**src/rtl/scan_sel_gen.sv**
```systemverilog
`default_nettype none
// ============================================================================
// Module   : scan_sel_gen
// Purpose  : Steps a 3-to-8 decoder (E/In) through its channels with a
//            blank-then-dwell cadence; single-sweep or continuous scanning.
//            Optional channel skip mask enabled by macro SCAN_SKIP_MASK_EN.
// Revision : 1.0 - initial release
// ============================================================================
module scan_sel_gen #(
  parameter int DWELL = 4,
  parameter int BLANK = 1
) (
  input  logic       clka,
  input  logic       rst,
  input  logic       start,
  input  logic       stop,
  input  logic       cont,
  input  logic [7:0] mask,
  output logic       E,
  output logic [2:0] In,
  output logic       busy,
  output logic       done,
  output logic       wrap
);

  localparam int C_CNT_MAX = (DWELL > BLANK) ? DWELL : BLANK;
  localparam int C_CNT_W   = $clog2(C_CNT_MAX + 1);

  localparam logic [C_CNT_W-1:0] C_BLANK_LD = C_CNT_W'(BLANK - 1);
  localparam logic [C_CNT_W-1:0] C_DWELL_LD = C_CNT_W'(DWELL - 1);
  localparam logic [C_CNT_W-1:0] C_CNT_ONE  = C_CNT_W'(1);

  typedef enum logic [1:0] {
    S_IDLE  = 2'd0,
    S_BLANK = 2'd1,
    S_DWELL = 2'd2
  } state_t;

  state_t             r_state;
  logic [C_CNT_W-1:0] r_cnt;
  logic               r_cont;
  logic               r_e;
  logic [2:0]         r_in;
  logic               r_busy;
  logic               r_done;
  logic               r_wrap;

  logic [7:0]         w_chan_en;
  logic               w_any_en;
  logic [2:0]         w_first_ch;
  logic               w_next_found;
  logic [2:0]         w_next_ch;

`ifdef SCAN_SKIP_MASK_EN
  assign w_chan_en = ~mask;
`else
  logic w_unused_mask;
  assign w_chan_en     = 8'hFF;
  assign w_unused_mask = ^mask;
`endif

  assign w_any_en = |w_chan_en;

  // Descending search so the lowest qualifying channel is the one kept.
  always_comb begin
    w_first_ch   = 3'd0;
    w_next_found = 1'b0;
    w_next_ch    = 3'd0;
    for (int i = 7; i >= 0; i--) begin
      if (w_chan_en[i]) begin
        w_first_ch = 3'(i);
        if (3'(i) > r_in) begin
          w_next_found = 1'b1;
          w_next_ch    = 3'(i);
        end
      end
    end
  end

  always_ff @(posedge clka or posedge rst) begin
    if (rst) begin
      r_state <= S_IDLE;
      r_cnt   <= '0;
      r_cont  <= 1'b0;
      r_e     <= 1'b0;
      r_in    <= 3'd0;
      r_busy  <= 1'b0;
      r_done  <= 1'b0;
      r_wrap  <= 1'b0;
    end else begin
      r_done <= 1'b0;
      r_wrap <= 1'b0;
      if (stop) begin
        r_state <= S_IDLE;
        r_cnt   <= '0;
        r_e     <= 1'b0;
        r_busy  <= 1'b0;
      end else begin
        case (r_state)
          S_IDLE: begin
            if (start) begin
              if (w_any_en) begin
                r_state <= S_BLANK;
                r_cnt   <= C_BLANK_LD;
                r_cont  <= cont;
                r_in    <= w_first_ch;
                r_busy  <= 1'b1;
              end else begin
                r_done  <= 1'b1;
              end
            end
          end

          S_BLANK: begin
            if (r_cnt == '0) begin
              r_state <= S_DWELL;
              r_cnt   <= C_DWELL_LD;
              r_e     <= 1'b1;
            end else begin
              r_cnt   <= r_cnt - C_CNT_ONE;
            end
          end

          S_DWELL: begin
            if (r_cnt == '0) begin
              r_e <= 1'b0;
              // An all-skipped mask mid-scan ends quietly, without done.
              if (!w_any_en) begin
                r_state <= S_IDLE;
                r_cnt   <= '0;
                r_busy  <= 1'b0;
              end else if (w_next_found) begin
                r_state <= S_BLANK;
                r_cnt   <= C_BLANK_LD;
                r_in    <= w_next_ch;
              end else if (r_cont) begin
                r_state <= S_BLANK;
                r_cnt   <= C_BLANK_LD;
                r_in    <= w_first_ch;
                r_wrap  <= 1'b1;
              end else begin
                r_state <= S_IDLE;
                r_cnt   <= '0;
                r_busy  <= 1'b0;
                r_done  <= 1'b1;
              end
            end else begin
              r_cnt <= r_cnt - C_CNT_ONE;
            end
          end

          default: begin
            r_state <= S_IDLE;
            r_cnt   <= '0;
            r_e     <= 1'b0;
            r_busy  <= 1'b0;
          end
        endcase
      end
    end
  end

  assign E    = r_e;
  assign In   = r_in;
  assign busy = r_busy;
  assign done = r_done;
  assign wrap = r_wrap;

endmodule
`default_nettype wire

```
**config.mk**
```make
export PLATFORM = sky130hd
export DESIGN_NAME = scan_sel_gen
export DESIGN_NICKNAME = d
export VERILOG_FILES = /design/src/rtl/scan_sel_gen.sv
export SDC_FILE = /design/constraint.sdc
export NUM_CORES = 1
export LEC_CHECK = 0
export BUFFER_PORTS_ARGS = -buffer_cell sky130_fd_sc_hd__buf_2
export CAP_MARGIN = 20
export CORE_MARGIN = 5
export CORE_UTILIZATION = 47
export DETAILED_ROUTE_END_ITERATION = 12
export GPL_ROUTABILITY_DRIVEN = 0
export GPL_TIMING_DRIVEN = 0
export PLACE_DENSITY = 0.7
export SLEW_MARGIN = 20
export SYNTH_ARGS = -nofsm -noshare
export SYNTH_HDL_FRONTEND = slang
export SYNTH_SLANG_ARGS = --single-unit
```
**constraint.sdc**
```tcl
create_clock -name clka -period 1.8 [get_ports clka]
set_clock_uncertainty 0.1 [all_clocks]
set_input_delay 0.36 -clock clka [delete_from_list [all_inputs] [get_ports clka]]
set_output_delay 0.36 -clock clka [all_outputs]
set_load 0.005 [all_outputs]
```
==> results of run 1 <==
## worst paths after layout
| kind | endpoint | cells after the start |
|---|---|---|
| max | r_state[0]$_DFFE_PP0P_ | 6 |
| min | wrap$_DFF_PP0_ | 2 |
| max reg2reg | r_state[0]$_DFFE_PP0P_ | 6 |
| min reg2reg | r_cnt[1]$_DFFE_PP0P_ | 1 |
| max in group asynchronous | In[1]$_DFFE_PP0P_ | 2 |
| min in group clka | E$_DFFE_PP0P_ | 2 |
## worst max-delay path: cells and delay by family, from the launching register on
kind | cells | cell delay [ns]
buffers and inverters | 2 | 0.19
AO/OA/AOI/OAI | 3 | 0.73
flip-flops | 1 | 0.42
adder cells (fa/ha/maj) | 1 | 0.21
## synth_stat cells (2+ instances only)
cell type / count
mux2i_1: 2
a21oi_1: 6
nor2b_1: 2
a21o_1: 2
nor3b_1: 2
o2111ai_1: 2
nand2_1: 8
a22o_1: 2
nor2_1: 5
dfrtp_1: 13
nand2b_1: 2
o21ai_0: 5
and3b_1: 2
inv_1: 10
ha_1: 10
## power groups by stage
stage	registers [mW]	clock network, mW	logic, mW
finish	0.424	0.171	0.698
global route	0.437	0.200	0.795
CTS	0.424	0.181	0.633
detailed placement	0.450	0	0.582
global placement	0.446	0	0.568
floorplan	0.436	0	0.457
## routing by layer
layer | vias to the layer above | share of wire, % | track usage (%)
met4 | 0 | 0.57 | 3.320
met1 | 357 | 51 | 20.34
li1 | 367 | - | -
met3 | 2 | 4.8 | 6.094
met5 | - | 0 | 0
met2 | 13 | 44 | 21.17
## sequential cells by signal, indices dropped and copies added, names as in the netlist
name	cells
In	3
done	1
wrap	1
busy	1
r_cont	1
r_state	2
E	1
r_cnt	3
## through the flow
stage | worst slack (ns) | TNS [ns]
after floorplan | 0.03545 | 0
after global placement | -0.08496 | -0.2082
final | 0.05063 | 0
after CTS | 0.006269 | 0
after global routing | -0.04277 | -0.05748
after detailed placement | -0.09667 | -0.2929
## repair_timing
item	4_1_cts	5_1_grt
setup buffers	1	4
pin swaps	0	2
endpoints found under the setup margin	5	7
hold endpoints to repair	0	0
resized for setup	1	6
## cells in the final DEF (no fill, tap or decap), types with 2 or more instances in the layout
cell | Yosys | final
buf_6 | 1 | 2
inv_1 | 10 | 9
nand2_1 | 8 | 8
buf_2 | 0 | 10
nor3b_1 | 2 | 2
a21oi_1 | 6 | 6
o2111ai_1 | 2 | 2
nor2b_1 | 2 | 2
ha_1 | 10 | 9
dfrtp_1 | 13 | 11
o21ai_0 | 5 | 5
nand2b_1 | 2 | 2
nor2_1 | 5 | 5
dfrtp_2 | 0 | 2
mux2i_1 | 2 | 2
a22o_1 | 2 | 2
buf_4 | 1 | 5
a21o_1 | 2 | 2
clkbuf_4 | 0 | 3
and3b_1 | 2 | 2
## layout make-up
type | instances | share of cell area (%)
inverter | 10 | 3.497
tap | 27 | 3.147
buffer | 2 | 2.098
multi-input combinational | 69 | 50.12
timing repair buffer | 15 | 8.159
clock buffer | 4 | 2.448
sequential | 13 | 30.54
## cells by family (layout without fill, tap and decap cells)
family,after synthesis,in the layout,share of synthesized area [%]
flip-flops,13,13,35.71
buffers and inverters,12,31,6.182
adder cells (fa/ha/maj),11,11,14.97
multiplexers,3,3,3.434
AO/OA/AOI/OAI,27,27,21.98
AND/OR/NAND/NOR,28,28,17.72
==> metrics.yaml, run 1 <==
yosys:
  ys.flop_type: "dfrtp_1"
  synthCells: 94
  synth.avg_cell_area_um2: 9.690
  synthArstFlopShare_pct: 100.0
  synth_edf_count: 0
  syn_area_um2: 910.9
  yosys_register_bits: 13
  yosysTopAreaCell: "dfrtp_1"
  synth_area_leaders: "dfrtp_1 (36%), ha_1 (14%), inv_1 (4.1%)"
  ys_seq_area_share_pct: 35.71
  syn_nets: 117
  yosysTopAreaCellShare_pct: 35.71
  ys_warn_count: 0
  ys_types: 36
setup_path:
  startpoint_type: "flip-flop"
  slowest_delay_ns: 0.42
  crit_chain: "inv_2 -> ha_1 -> buf_6 -> o21ba_1 -> a21o_1 -> o41ai_2"
  worstSetupEndpointType: "flip-flop"
  critical_path.max_fanout: 7
  worstSetupPathType: "flip-flop to flip-flop"
  r2r_slack_ns: 0.05
  crit_start: "r_state[0]$_DFFE_PP0P_"
  cp.required_ns: 1.87
  crit_slowest_cell: "dfrtp_1"
  r2r-start: "r_state[0]$_DFFE_PP0P_"
  crit_arrival_ns: 1.82
power_and_ir_drop:
  intPower_mw: 0.7845
  power_frac_comb_pct: 54.0
  power.density_nw_per_um2: 1205
  p_clk_share_pct: 13.3
  peakVddDrop_mv: 0.7774
  p_sw_mw: 0.5086
  power.leakage_nw: 0.5311
  p_total_mw: 1.293
  p_seq_share_pct: 32.8
  p_sw_share_pct: 39.33
cells_and_area:
  nNetsFinal: 137
  fin_cells: 140
  drive_gt1_share_pct: 28.32
  multi_input_area_um2: 538.0
  utilization_pct: 56.45
  insertedDiodeCount: 0
  fillers: 168
  stdcell_area_um2: 1074
  regArea_um2: 327.8
  syn_to_final_growth_pct: 17.86
timing:
  finalMaxSlewViolations: 0
  finalCriticalPeriod_ns: 1.749
  timing.hold.ws_ns: 0.003004
  hold_viol: 0
  rsz0062_at_grt: "yes"
  clock.fmax_mhz: 571.6
  finalSetupViolations: 0
  tightest_slew_ns: 0.5000
  period_share_pct: 97.19
  slew_headroom_pct: 66.63
detailed_routing:
  detail_route.first_pass.iterations: 4
  routed_wl_um: 1746
  vias_per_cell: 5.279
  vias: 739
  postRouteAntennaNets: 0
  drt_iter0_markers: 16
  wl_per_cell_um: 12.47
  drc: 0
placement:
  place_area_um2: 994.7
  placed_cells: 131
  portBuffers: 10
  dp_hpwl_um: 1263
cts:
  cts_tree: "yes"
  holdBufCountCts: 0
  cts_max_level: 1
  cts_buffer_depth: 2
  clk_pin_slew_ns: 0.07
  root_buffer: "clkbuf_4"
  cts_buffers: 3
  clkSinkCount: 13
  clk_latency_ns: 0.27
grt:
  grt_overflow: 0
  track_usage_pct: 14.70
  grt_pass1_vias: 717
  antenna_found_initial: 0
  grt_pass1_wl_um: 3111
  grt_max_degree: 14
hold_path:
  hold_class: "input port to asynchronous set/reset pin"
floorplanning:
  dieArea_um2: 2919
  io-pin-count: 20
  die_x_um: 54.03
  initial_core_util_pct: 47.89
  core.rowCount: 16
  core_um2: 1902
  dieHeight_um: 54.03
flow_run:
  drv_cap: 0
outcome:
  status: "completed"
(Power assumes the default switching activity.)
==> run 2: changes to the inputs <==
--- a/config.mk
+++ b/config.mk
@@ -5,6 +5,7 @@
 export SDC_FILE = /design/constraint.sdc
 export NUM_CORES = 1
 export LEC_CHECK = 0
+export ABC_AREA = 1
 export BUFFER_PORTS_ARGS = -buffer_cell sky130_fd_sc_hd__buf_2
 export CAP_MARGIN = 20
 export CORE_MARGIN = 5
@@ -12,8 +13,9 @@
 export DETAILED_ROUTE_END_ITERATION = 12
 export GPL_ROUTABILITY_DRIVEN = 0
 export GPL_TIMING_DRIVEN = 0
-export PLACE_DENSITY = 0.7
+export PLACE_DENSITY = 0.71
 export SLEW_MARGIN = 20
 export SYNTH_ARGS = -nofsm -noshare
 export SYNTH_HDL_FRONTEND = slang
 export SYNTH_SLANG_ARGS = --single-unit
+export TNS_END_PERCENT = 10
==> run 2 against run 1 <==
Compared with the run above: the flow now finishes with violations (negative hold slack); worst hold slack worse by 0.017 ns; fmax up 5.6%; critical path type unchanged; cell count up 9.3%; clock power up 5%; global-route usage up 0.18 points; first-iteration DRC count down 6.3%; wire length up 0.69%.
==> metrics.yaml, run 2 <==
outcome:
  status: "complete, but fails checks"  # was completed
  violations: "negative hold slack"
cts:
  cts_buffers: 3  # unchanged
  clk_latency_ns: 0.28  # was 0.27 ns
  clkSinkCount: 13  # unchanged
  clk_pin_slew_ns: 0.08  # was 0.07 ns
  cts_max_level: 1  # unchanged
  post-cts-setup-buffer-count: 0  # was 1
  root_buffer: "clkbuf_4"  # unchanged
  cts_buffer_depth: 2  # unchanged
  cts_tree: "yes"  # unchanged
setup_path:
  cp.required_ns: 1.88  # was 1.87 ns
  startpoint_type: "flip-flop"  # unchanged
  crit_chain: "inv_1 -> ha_1 -> inv_1 -> nor2_1 -> nor3b_2 -> nand2_4 -> nand2_1 -> o21ai_2"  # was inv_2 -> ha_1 -> buf_6 -> o21ba_1 -> a21o_1 -> o41ai_2
  r2r-start: "r_state[0]$_DFFE_PP0P_"  # unchanged
  cp_common_cell: "inv_1"
  slowest_delay_ns: 0.41  # was 0.42 ns
  worstSetupEndpointType: "flip-flop"  # unchanged
  worst-r2r-cell-count: 8  # was 6
  r2r_slack_ns: 0.14  # was 0.05 ns
  reg2reg_to: "In[1]$_DFFE_PP0P_"  # was r_state[0]$_DFFE_PP0P_
  critical_path.max_fanout: 7  # unchanged
  worstSetupPathType: "flip-flop to flip-flop"  # unchanged
  crit_slowest_cell: "dfrtp_1"  # unchanged
  crit_arrival_ns: 1.73  # was 1.82 ns
flow_run:
  drv_cap: 0  # unchanged
grt:
  grt_overflow: 0  # unchanged
  track_usage_pct: 14.88  # was 14.70%
  grt_pass1_wl_um: 3036  # was 3111 µm
  grt_pass1_vias: 722  # was 717
  grt_max_degree: 14  # unchanged
  antenna_found_initial: 0  # unchanged
floorplanning:
  die_x_um: 53.42  # was 54.03 µm
  io-pin-count: 20  # unchanged
  initial_core_util_pct: 50.21  # was 47.89%
  dieHeight_um: 53.42  # was 54.03 µm
  core.rowCount: 15  # was 16
  core_um2: 1764  # was 1902 µm²
  dieArea_um2: 2853  # was 2919 µm²
detailed_routing:
  postRouteAntennaNets: 0  # unchanged
  detail_route.first_pass.iterations: 6  # was 4
  routed_wl_um: 1758  # was 1746 µm
  drt_iter0_markers: 15  # was 16
  wl_per_cell_um: 11.49  # was 12.47 µm
  vias: 752  # was 739
  drc: 0  # unchanged
  vias_per_cell: 4.915  # was 5.279
timing:
  finalMaxSlewViolations: 0  # unchanged
  rsz0062_at_grt: "yes"  # unchanged
  clock.fmax_mhz: 603.7  # was 571.6 MHz
  slew_headroom_pct: 67.40  # was 66.63%
  finalSetupViolations: 0  # unchanged
  timing.hold.ws_ns: -0.01420  # was 0.003004 ns
  tns_ns: 0  # unchanged
  finalCriticalPeriod_ns: 1.657  # was 1.749 ns
  hold_viol: 13  # was 0
  period_share_pct: 92.03  # was 97.19%
  tightest_slew_ns: 0.4884  # was 0.5000 ns
power_and_ir_drop:
  power.leakage_nw: 0.5067  # was 0.5311 nW
  p_total_mw: 1.138  # was 1.293 mW
  power.density_nw_per_um2: 1137  # was 1205 nW/µm²
  peakVddDrop_mv: 0.7138  # was 0.7774 mV
yosys:
  synth.avg_cell_area_um2: 7.839  # was 9.690 µm²
  synth_edf_count: 0  # unchanged
  synth_area_leaders: "dfrtp_1 (37%), ha_1 (14%), nand2_1 (13%)"  # was dfrtp_1 (36%), ha_1 (14%), inv_1 (4.1%)
  synthCells: 113  # was 94
  yosysTopAreaCell: "dfrtp_1"  # unchanged
  yosys_register_bits: 13  # unchanged
  yosysMostFrequentCell: "nand2_1"  # was dfrtp_1
  ys.flop_type: "dfrtp_1"  # unchanged
  yosysTopAreaCellShare_pct: 36.72  # was 35.71%
  syn_area_um2: 885.9  # was 910.9 µm²
  synthArstFlopShare_pct: 100.0  # unchanged
  ys_seq_area_share_pct: 36.72  # was 35.71%
  ys_types: 25  # was 36
  ys_warn_count: 0  # unchanged
  syn_nets: 136  # was 117
  ys_top_cells_by_count: "nand2_1 (30), inv_1 (18), dfrtp_1 (13)"  # was dfrtp_1 (13), ha_1 (10), inv_1 (10)
cells_and_area:
  drive_gt1_share_pct: 18.75  # was 28.32%
  nNetsFinal: 152  # was 137
  insertedDiodeCount: 0  # unchanged
  syn_to_final_growth_pct: 12.99  # was 17.86%
  final_common_cell: "nand2_1"  # was dfrtp_1
  final_cell_mix: "nand2_1 (30), inv_1 (18), dfrtp_1 (13)"  # was dfrtp_1 (11), buf_2 (10), inv_1 (9), ha_1 (9), nand2_1 (8)
placement:
  portBuffers: 11  # was 10
  dp_hpwl_um: 1413  # was 1263 µm
hold_path:
  hold_class: "input port to asynchronous set/reset pin"  # unchanged
==> run 2: cell count changes after synthesis, moves of 3 or more <==
cell,before,now
o22ai_1,0,3
nand3_1,0,4
o21ai_0,5,2
nand2_1,8,30
inv_1,10,18
nor2_1,5,10
==> run 2: report_power, final <==
group	switching, mW	leakage, nW	internal, mW
combinational	0.360	0.318	0.196
sequential	0.0457	0.174	0.357
clock	0.0937	0.0150	0.0861
==> run 2: metal layers <==
metal,vias up,track usage [%],routed length [µm]
met5,-,0,0
met4,0,3.830,21
met3,4,5.915,100
met2,15,25.51,871
met1,339,16.92,764
li1,394,-,-
==> run 2: stage by stage <==
stage / utilization, % / area, µm² / hold slack (ns) / setup slack (ns) / cells
3_5_place_dp: 55.11 / 972.2 / 0.3054 / 0.1470 / 149
6_report: 56.74 / 1001 / -0.01420 / 0.1435 / 153
4_1_cts: 56.60 / 998.5 / 0.005886 / 0.1229 / 153
2_1_floorplan: - / 885.9 / 0.1370 / 0.3069 / 113
3_3_place_gp: 55.11 / 972.2 / 0.3110 / 0.1711 / 149
5_1_grt: 56.74 / 1001 / 0.03246 / -0.006438 / 153
==> run 2: worst max path at each step <==
stage                      startpoint                endpoint  slack, ns  cells past startpoint
2_1_floorplan  r_state[0]$_DFFE_PP0P_       In[1]$_DFFE_PP0P_       0.31                      8
3_5_place_dp   r_state[0]$_DFFE_PP0P_  r_state[0]$_DFFE_PP0P_       0.15                      9
4_1_cts        r_state[0]$_DFFE_PP0P_  r_state[0]$_DFFE_PP0P_       0.12                      9
3_3_place_gp   r_state[0]$_DFFE_PP0P_    r_cnt[2]$_DFFE_PP0P_       0.17                      8
5_1_grt        r_state[0]$_DFFE_PP0P_       In[1]$_DFFE_PP0P_     -0.006                      8
6_report       r_state[0]$_DFFE_PP0P_       In[1]$_DFFE_PP0P_       0.14                      8
==> run 2: cell type report <==
cell class | instances | area, µm²
Clock buffer | 4 | 26.28
Inverter | 18 | 67.56
Sequential cell | 13 | 325.3
Fill cell | 178 | 763.2
Timing Repair Buffer | 11 | 55.05
Multi-Input combinational cell | 82 | 495.5
Tap cell | 25 | 31.28
==> run 2: repair_timing <==
action / 4_1_cts / 5_1_grt
endpoints found under the setup margin: 0 / 5
gates resized for setup: 0 / 1
hold buffers: 0 / 0
==> run 2: critical path, delay by kind of cell, from the launching register on <==
kind            cells  cell delay (ns)
simple gates        4             0.50
flops               1             0.41
fa+ha+maj           1             0.29
buf+inv             2             0.20
compound gates      1             0.05
==> run 2: kinds of logic (layout without fill, tap and decap cells) <==
logic type	after synthesis	in the layout	synth area share, %
AND/OR/NAND/NOR	56	56	29.95
AO/OA/AOI/OAI	16	16	11.58
flip-flops	13	13	36.72
buffers and inverters	18	33	7.627
adder cells (fa/ha/maj)	10	10	14.12
